===== src/rtl/fetch_sequencer.sv =====
// fetch_sequencer
// Instruction-fetch front end. Owns the architectural PC, issues one word
// read at a time to instruction memory and hands each fetched instruction
// to decode with a valid/ready handshake. The next PC comes from the
// decoder's pc_src select when decode consumes the instruction. A flush
// redirects fetch from any state except FAULT.
//
// Ports:
//   clk, reset          clock, synchronous active-high reset
//   imem_req/addr       fetch request and word-aligned address
//   imem_ready          memory accepts the request this cycle
//   imem_rvalid/rdata   read data return (one outstanding request)
//   instr_valid/ready   handshake with decode
//   instr, pc           fetched instruction and its address
//   pc_plus4            pc + 4, combinational
//   pc_src              00/11 pc+4, 01 branch_target, 10 jalr_target
//   branch_target       pc + immediate for branch/jal
//   jalr_target         ALU result for jalr (bit 0 cleared here)
//   flush_valid/pc      one-cycle redirect request
//   fetch_fault         sticky: a misaligned next PC was selected
module fetch_sequencer #(
  parameter logic [31:0] RESET_PC  = 32'h0000_0000,
  parameter logic [31:0] NOP_INSTR = 32'h0000_0013
) (
  input  logic        clk,
  input  logic        reset,
  output logic        imem_req,
  output logic [31:0] imem_addr,
  input  logic        imem_ready,
  input  logic        imem_rvalid,
  input  logic [31:0] imem_rdata,
  output logic        instr_valid,
  input  logic        instr_ready,
  output logic [31:0] instr,
  output logic [31:0] pc,
  output logic [31:0] pc_plus4,
  input  logic [1:0]  pc_src,
  input  logic [31:0] branch_target,
  input  logic [31:0] jalr_target,
  input  logic        flush_valid,
  input  logic [31:0] flush_pc,
  output logic        fetch_fault
);

  typedef enum logic [2:0] {
    IDLE  = 3'd0,
    REQ   = 3'd1,
    WAIT  = 3'd2,
    HOLD  = 3'd3,
    FAULT = 3'd4
  } state_t;

  state_t      state_q, state_d;
  logic [31:0] fetch_pc_q, fetch_pc_d;
  logic [31:0] pc_q, pc_d;
  logic [31:0] instr_q, instr_d;
  logic        instr_valid_q, instr_valid_d;
  logic        fault_q, fault_d;
  logic        kill_q, kill_d;

  logic [31:0] sel_pc;
  logic        sel_bad;
  logic        flush_bad;

  assign imem_req    = (state_q == REQ);
  assign imem_addr   = fetch_pc_q;
  assign instr_valid = instr_valid_q;
  assign instr       = instr_q;
  assign pc          = pc_q;
  assign pc_plus4    = pc_q + 32'd4;
  assign fetch_fault = fault_q;

  // Next-PC select applied when decode consumes; jalr targets lose bit 0.
  always_comb begin
    sel_pc = pc_plus4;
    case (pc_src)
      2'b01:   sel_pc = branch_target;
      2'b10:   sel_pc = {jalr_target[31:1], 1'b0};
      default: sel_pc = pc_plus4;
    endcase
  end

  assign sel_bad   = (sel_pc[1:0] != 2'b00);
  assign flush_bad = (flush_pc[1:0] != 2'b00);

  // Next-state logic. A flush always wins over the normal transition of the
  // current state. kill marks an accepted request whose data must be thrown
  // away because a flush redirected fetch while it was in flight.
  always_comb begin
    state_d       = state_q;
    fetch_pc_d    = fetch_pc_q;
    pc_d          = pc_q;
    instr_d       = instr_q;
    instr_valid_d = instr_valid_q;
    fault_d       = fault_q;
    kill_d        = kill_q;

    case (state_q)
      IDLE: begin
        if (flush_valid && flush_bad) begin
          state_d = FAULT;
          fault_d = 1'b1;
        end else begin
          if (flush_valid) fetch_pc_d = flush_pc;
          state_d = REQ;
        end
      end

      REQ: begin
        if (flush_valid && flush_bad) begin
          state_d = FAULT;
          fault_d = 1'b1;
        end else if (flush_valid) begin
          fetch_pc_d = flush_pc;
          if (imem_ready) begin
            kill_d  = 1'b1;
            state_d = WAIT;
          end
        end else if (imem_ready) begin
          state_d = WAIT;
        end
      end

      WAIT: begin
        if (flush_valid && flush_bad) begin
          state_d = FAULT;
          fault_d = 1'b1;
          kill_d  = 1'b0;
        end else if (flush_valid) begin
          fetch_pc_d = flush_pc;
          if (imem_rvalid) begin
            kill_d  = 1'b0;
            state_d = REQ;
          end else begin
            kill_d = 1'b1;
          end
        end else if (imem_rvalid) begin
          if (kill_q) begin
            kill_d  = 1'b0;
            state_d = REQ;
          end else begin
            instr_d       = imem_rdata;
            pc_d          = fetch_pc_q;
            instr_valid_d = 1'b1;
            state_d       = HOLD;
          end
        end
      end

      HOLD: begin
        if (flush_valid || instr_ready) begin
          instr_valid_d = 1'b0;
          instr_d       = NOP_INSTR;
          if (flush_valid ? flush_bad : sel_bad) begin
            state_d = FAULT;
            fault_d = 1'b1;
          end else begin
            fetch_pc_d = flush_valid ? flush_pc : sel_pc;
            state_d    = REQ;
          end
        end
      end

      FAULT: begin
        state_d = FAULT;
      end

      default: begin
        state_d = IDLE;
      end
    endcase
  end

  // State registers with synchronous reset.
  always_ff @(posedge clk) begin
    if (reset) begin
      state_q       <= IDLE;
      fetch_pc_q    <= RESET_PC;
      pc_q          <= RESET_PC;
      instr_q       <= NOP_INSTR;
      instr_valid_q <= 1'b0;
      fault_q       <= 1'b0;
      kill_q        <= 1'b0;
    end else begin
      state_q       <= state_d;
      fetch_pc_q    <= fetch_pc_d;
      pc_q          <= pc_d;
      instr_q       <= instr_d;
      instr_valid_q <= instr_valid_d;
      fault_q       <= fault_d;
      kill_q        <= kill_d;
    end
  end

endmodule

===== config.mk =====
export PLATFORM = sky130hd
export DESIGN_NAME = fetch_sequencer
export DESIGN_NICKNAME = d
export VERILOG_FILES = /design/src/rtl/fetch_sequencer.sv
export SDC_FILE = /design/constraint.sdc
export NUM_CORES = 1
export LEC_CHECK = 0
export CAP_MARGIN = 20
export CORE_ASPECT_RATIO = 1.4
export CORE_MARGIN = 2
export CORE_UTILIZATION = 41
export DETAILED_ROUTE_END_ITERATION = 6
export PLACE_DENSITY = 0.84
export SLEW_MARGIN = 20
export SYNTH_ARGS = -nofsm -noshare
export SYNTH_HDL_FRONTEND = slang
export SYNTH_SLANG_ARGS = --single-unit

===== constraint.sdc =====
create_clock -name clk -period 2.9 [get_ports clk]
set_clock_uncertainty 0.15 [all_clocks]
set_input_delay 0.58 -clock clk [delete_from_list [all_inputs] [get_ports clk]]
set_output_delay 0.58 -clock clk [all_outputs]
set_load 0.1 [all_outputs]

==> flow_summary.html <==
<table>
<tr><th>Metric</th><th>Value</th></tr>
<tr><th colspan="2">Status</th></tr>
<tr><td>Run status</td><td>completed</td></tr>
<tr><th colspan="2">Final layout</th></tr>
<tr><td>FF+latch area</td><td>roughly 2100 sq um</td></tr>
<tr><td>Fraction of layout cells with a size suffix above 1</td><td>31.58%</td></tr>
<tr><td>Inserted Diodes</td><td>0</td></tr>
<tr><td>FILL cells</td><td>969</td></tr>
<tr><td>Share of the core filled with cells in the final layout</td><td>72.72%</td></tr>
<tr><td>Final non-filler cell total</td><td>1150</td></tr>
<tr><td>Synth-to-Final Area Change</td><td>72.12%</td></tr>
<tr><td>Net count, final</td><td>~1100</td></tr>
<tr><td>Area taken by multi-input logic gates</td><td>around 3500 sq um</td></tr>
<tr><th colspan="2">STA</th></tr>
<tr><td>Tmin final</td><td>around 2.9 ns</td></tr>
<tr><td>Maximum clock frequency</td><td>348.6 MHz</td></tr>
<tr><td>Setup_tns</td><td>0 ns</td></tr>
<tr><td>Final worst hold slack</td><td>0.3165 ns</td></tr>
<tr><td>Tightest slew margin relative to the limit</td><td>~59%</td></tr>
<tr><td>Setup-violating endpoint count in the final report</td><td>0</td></tr>
<tr><td>Final hold vios</td><td>0</td></tr>
<tr><td>Pin slew with the least headroom to its limit</td><td>between 0.6 and 0.7 ns</td></tr>
<tr><td>Least setup slack across all paths after layout</td><td>0.03126 ns</td></tr>
<tr><td>Number of pins exceeding their max-slew limit in the final report</td><td>0</td></tr>
<tr><td>Period utilization</td><td>a little over nine tenths</td></tr>
<tr><td>Setup repair after global routing missed its margin</td><td>true</td></tr>
<tr><th colspan="2">Pwr</th></tr>
<tr><td>Pwr dens</td><td>about 360 nW/um^2</td></tr>
<tr><td>Worst ir drop on vdd</td><td>0.0003693 V</td></tr>
<tr><td>Leakage power of the design</td><td>roughly 3.8 nW</td></tr>
<tr><td>Share of power burned in combinational logic</td><td>23.3%</td></tr>
<tr><td>Clock share of power</td><td>34.0%</td></tr>
<tr><td>Cell-internal power</td><td>0.002367 W</td></tr>
<tr><td>Switching share of power</td><td>30.33%</td></tr>
<tr><td>Flop pwr share</td><td>42.7%</td></tr>
<tr><td>Net switching power</td><td>0.001030 W</td></tr>
<tr><th colspan="2">Setup path</th></tr>
<tr><td>Req. time, crit path</td><td>between 2 and 2.5 ns</td></tr>
<tr><td>CP startpoint kind</td><td>flop</td></tr>
<tr><td>Ordered cell list for the critical path</td><td>nand3_2 -&gt; or4_4 -&gt; o31a_1 -&gt; or2_4 -&gt; buf_12</td></tr>
<tr><td>Kind of end point of the critical path</td><td>output port</td></tr>
<tr><td>Worst stage delay on the critical path</td><td>0.57 ns</td></tr>
<tr><td>Crit path kind</td><td>reg2out</td></tr>
<tr><td>Library cell contributing the largest single delay on the critical path</td><td>sky130_fd_sc_hd__or4_4</td></tr>
<tr><td>Arrival time at the worst endpoint</td><td>between 2 and 2.5 ns</td></tr>
<tr><td>Worst-path fanout max</td><td>7</td></tr>
<tr><th colspan="2">Floorplanning</th></tr>
<tr><td>Total die area</td><td>14280 sq um</td></tr>
<tr><td>Die Ht</td><td>140.6 um</td></tr>
<tr><td>Core outline area</td><td>12940 sq um</td></tr>
<tr><td>Initial Util</td><td>between 40% and 50%</td></tr>
<tr><td>Number of standard-cell rows in the floorplan</td><td>49</td></tr>
<tr><td># IOs</td><td>267</td></tr>
<tr><td>Width of the chip</td><td>101.6 um</td></tr>
<tr><th colspan="2">Routing</th></tr>
<tr><td>Post-route DRC</td><td>0</td></tr>
<tr><td>Antenna-violating nets left</td><td>0</td></tr>
<tr><td>Number of detailed-routing iterations run before antenna repair</td><td>5</td></tr>
<tr><td>Number of vias per cell after detailed routing</td><td>5.752</td></tr>
<tr><td>Detailed-route wire length per cell</td><td>roughly 19 um</td></tr>
<tr><td>Detailed-route via count</td><td>6615</td></tr>
<tr><td>Final wirelength</td><td>21750 um</td></tr>
<tr><td>Initial DRC count</td><td>around 360</td></tr>
<tr><th colspan="2">Synthesis</th></tr>
<tr><td>Cells after synthesis</td><td>689</td></tr>
<tr><td>Net count of the mapped netlist</td><td>828</td></tr>
<tr><td>Average cell area after synthesis</td><td>7.932 sq um</td></tr>
<tr><td>Fraction of synthesized cell area taken by the top area cell type</td><td>between 30% and 40%</td></tr>
<tr><td>Post-synth EDFFs</td><td>0</td></tr>
<tr><td>Combined area of all synthesized cells</td><td>5465 sq um</td></tr>
<tr><td>List of most frequent post-synthesis cells</td><td>sky130_fd_sc_hd__nand2_1, sky130_fd_sc_hd__dfxtp_1, sky130_fd_sc_hd__nor2_1</td></tr>
<tr><td>Top cells by area, synth</td><td>sky130_fd_sc_hd__dfxtp_1, sky130_fd_sc_hd__nand2_1, sky130_fd_sc_hd__a21oi_1</td></tr>
<tr><td>Number of synthesized register bits</td><td>102</td></tr>
<tr><td>Synth cell types</td><td>71</td></tr>
<tr><td>Proportion of synthesized chip area in sequential cells</td><td>37.36%</td></tr>
<tr><td>Most common cell in the netlist</td><td>sky130_fd_sc_hd__nand2_1</td></tr>
<tr><td>Synth area leader</td><td>sky130_fd_sc_hd__dfxtp_1</td></tr>
<tr><td>Ys async rst share</td><td>0%</td></tr>
<tr><td>Prevailing post-synth register cell</td><td>sky130_fd_sc_hd__dfxtp_1</td></tr>
<tr><td>Warnings, synthesis</td><td>0</td></tr>
<tr><th colspan="2">Place</th></tr>
<tr><td>Post-DP HPWL</td><td>15840 um</td></tr>
<tr><td>Placed instance count</td><td>about 1100</td></tr>
<tr><td>Number of I/O port buffers</td><td>approximately 270</td></tr>
<tr><td>Routability congestion estimate</td><td>between 0.8 and 0.9</td></tr>
<tr><td>Post-Place Setup Slack</td><td>-0.1508 ns</td></tr>
<tr><th colspan="2">Clocking</th></tr>
<tr><td>Number of buffers inserted during clock tree synthesis</td><td>9</td></tr>
<tr><td>CTS Root Cell</td><td>sky130_fd_sc_hd__clkbuf_16</td></tr>
<tr><td>Clock transition at the register clock pins on the worst setup and hold paths after CTS</td><td>approximately 0.070 ns</td></tr>
<tr><td>Hold-fix buffers at CTS</td><td>0</td></tr>
<tr><td>CTS tree</td><td>built</td></tr>
<tr><td>Number of H-tree levels</td><td>3</td></tr>
<tr><td>Clock latency on the worst-skew pair</td><td>0.34 ns</td></tr>
<tr><td>Maximum buffer depth of the clock tree</td><td>2</td></tr>
<tr><td>Number of clock sinks seen by CTS</td><td>102</td></tr>
<tr><th colspan="2">GRT</th></tr>
<tr><td>M3 GR Usage</td><td>6.693%</td></tr>
<tr><td>Met2 capacity usage during global routing</td><td>51.90%</td></tr>
<tr><td>Antenna violations before repair</td><td>0</td></tr>
<tr><td>Via count of the first global-routing pass</td><td>roughly 6400</td></tr>
<tr><td>Global routing usage summed across all routing layers</td><td>around 29%</td></tr>
<tr><td>First-pass GRT wire length</td><td>32540 um</td></tr>
<tr><td>Maximum number of pins on one net before global-route repair</td><td>42</td></tr>
<tr><td>Busiest grt layer</td><td>met2</td></tr>
<tr><td>Sum of overflow across all layers after global routing</td><td>0</td></tr>
<tr><td>Met1 Resource Use GR</td><td>32.60%</td></tr>
<tr><th colspan="2">Flow run</th></tr>
<tr><td>Max-capacitance violation count</td><td>0</td></tr>
<tr><th colspan="2">Hold path</th></tr>
<tr><td>Min-Delay Path Class</td><td>reg2reg</td></tr>
</table>
## final timing paths
| kind | startpoint | endpoint | slack [ns] | depth (start not counted) |
|---|---|---|---|---|
| worst min-delay path | imem_addr[11]$_SDFFE_PP0P_ | pc[11]$_SDFFE_PP0P_ | 0.32 | 2 |
| worst min register to register | imem_addr[11]$_SDFFE_PP0P_ | pc[11]$_SDFFE_PP0P_ | 0.32 | 2 |
| worst max register to register | pc[14]$_SDFFE_PP0P_ | imem_addr[24]$_SDFFE_PP0P_ | 0.74 | 5 |
| worst max-delay path | pc[27]$_SDFFE_PP0P_ | pc_plus4[31] | 0.03 | 5 |
## flip-flops by register name (all words and copies together) (netlist names)
name and flops:
state_q 3, imem_addr 32, instr_valid 1, instr 32, pc 32, kill_q 1, fetch_fault 1
## per-layer routing
metal  share of wire (%)  up-vias
met4                 3.0        0
met5                   0        -
met2                  52      352
met3                 9.4       54
met1                  36     3120
li1                    -     3089
## power groups by stage
stage | registers [W] | clock network [W] | logic (W)
after CTS | 0.00145 | 0.00118 | 0.000790
after global placement | 0.00148 | 0 | 0.000779
after global routing | 0.00146 | 0.00124 | 0.000834
after floorplan | 0.00168 | 0 | 0.000253
final | 0.00145 | 0.00115 | 0.000792
after detailed placement | 0.00148 | 0 | 0.000786
## worst max-delay path, delay by kind of cell (launching register included)
| kind | cells | cell delay, ns |
|---|---|---|
| AOI/OAI and AO/OA | 1 | 0.31 |
| buffers and inverters | 1 | 0.16 |
| DFF | 1 | 0.42 |
| and+or+nand+nor | 3 | 0.90 |
## cell families after synthesis
kind of cell,synth area share (%)
simple gates,24.22
compound gates,26.19
flops,37.36
buf+inv,6.868
xor+xnor,3.205
mux,1.465
fa+ha+maj,0.6869
## layout by cell type, fill, tap and decap left out, drive strengths merged, types with 8 or more instances in the layout
cell type / synthesis / final
nor2: 60 / 60
nand3: 16 / 16
inv: 12 / 12
mux2i: 8 / 8
o21ai: 36 / 36
a22oi: 32 / 32
clkbuf: 49 / 14
a21oi: 48 / 48
dfxtp: 102 / 102
a221o: 8 / 8
nor3: 13 / 13
nor4: 8 / 8
nand2: 106 / 106
a31oi: 21 / 21
clkdlybuf4s50: 0 / 133
buf: 13 / 197
nand4: 18 / 18
xnor2: 13 / 13
a221oi: 23 / 23
## cell type report
class | instances | area share, %
clock buffers | 14 | 2.807
clock inverters | 2 | 0.1596
multi-input cells | 512 | 37.18
flip-flops and latches | 102 | 22.79
inverters | 12 | 0.5188
well taps | 178 | 2.368
repair buffers | 330 | 34.18
## through the flow
| step | area (sq um) | total power [W] |
|---|---|---|
| after global placement | 8788 | 0.002262 |
| after floorplan | 5926 | 0.001932 |
| after global routing | 9407 | 0.003532 |
| final | 9407 | 0.003398 |
| after detailed placement | 8788 | 0.002270 |
| after CTS | 9208 | 0.003417 |
## repair_timing
action                     in CTS  in global routing
gates resized for setup        12                 10
buffers inserted               12                 17
pin swaps                       6                 15
setup endpoints to repair      10                  8
(Power assumes the default switching activity.)
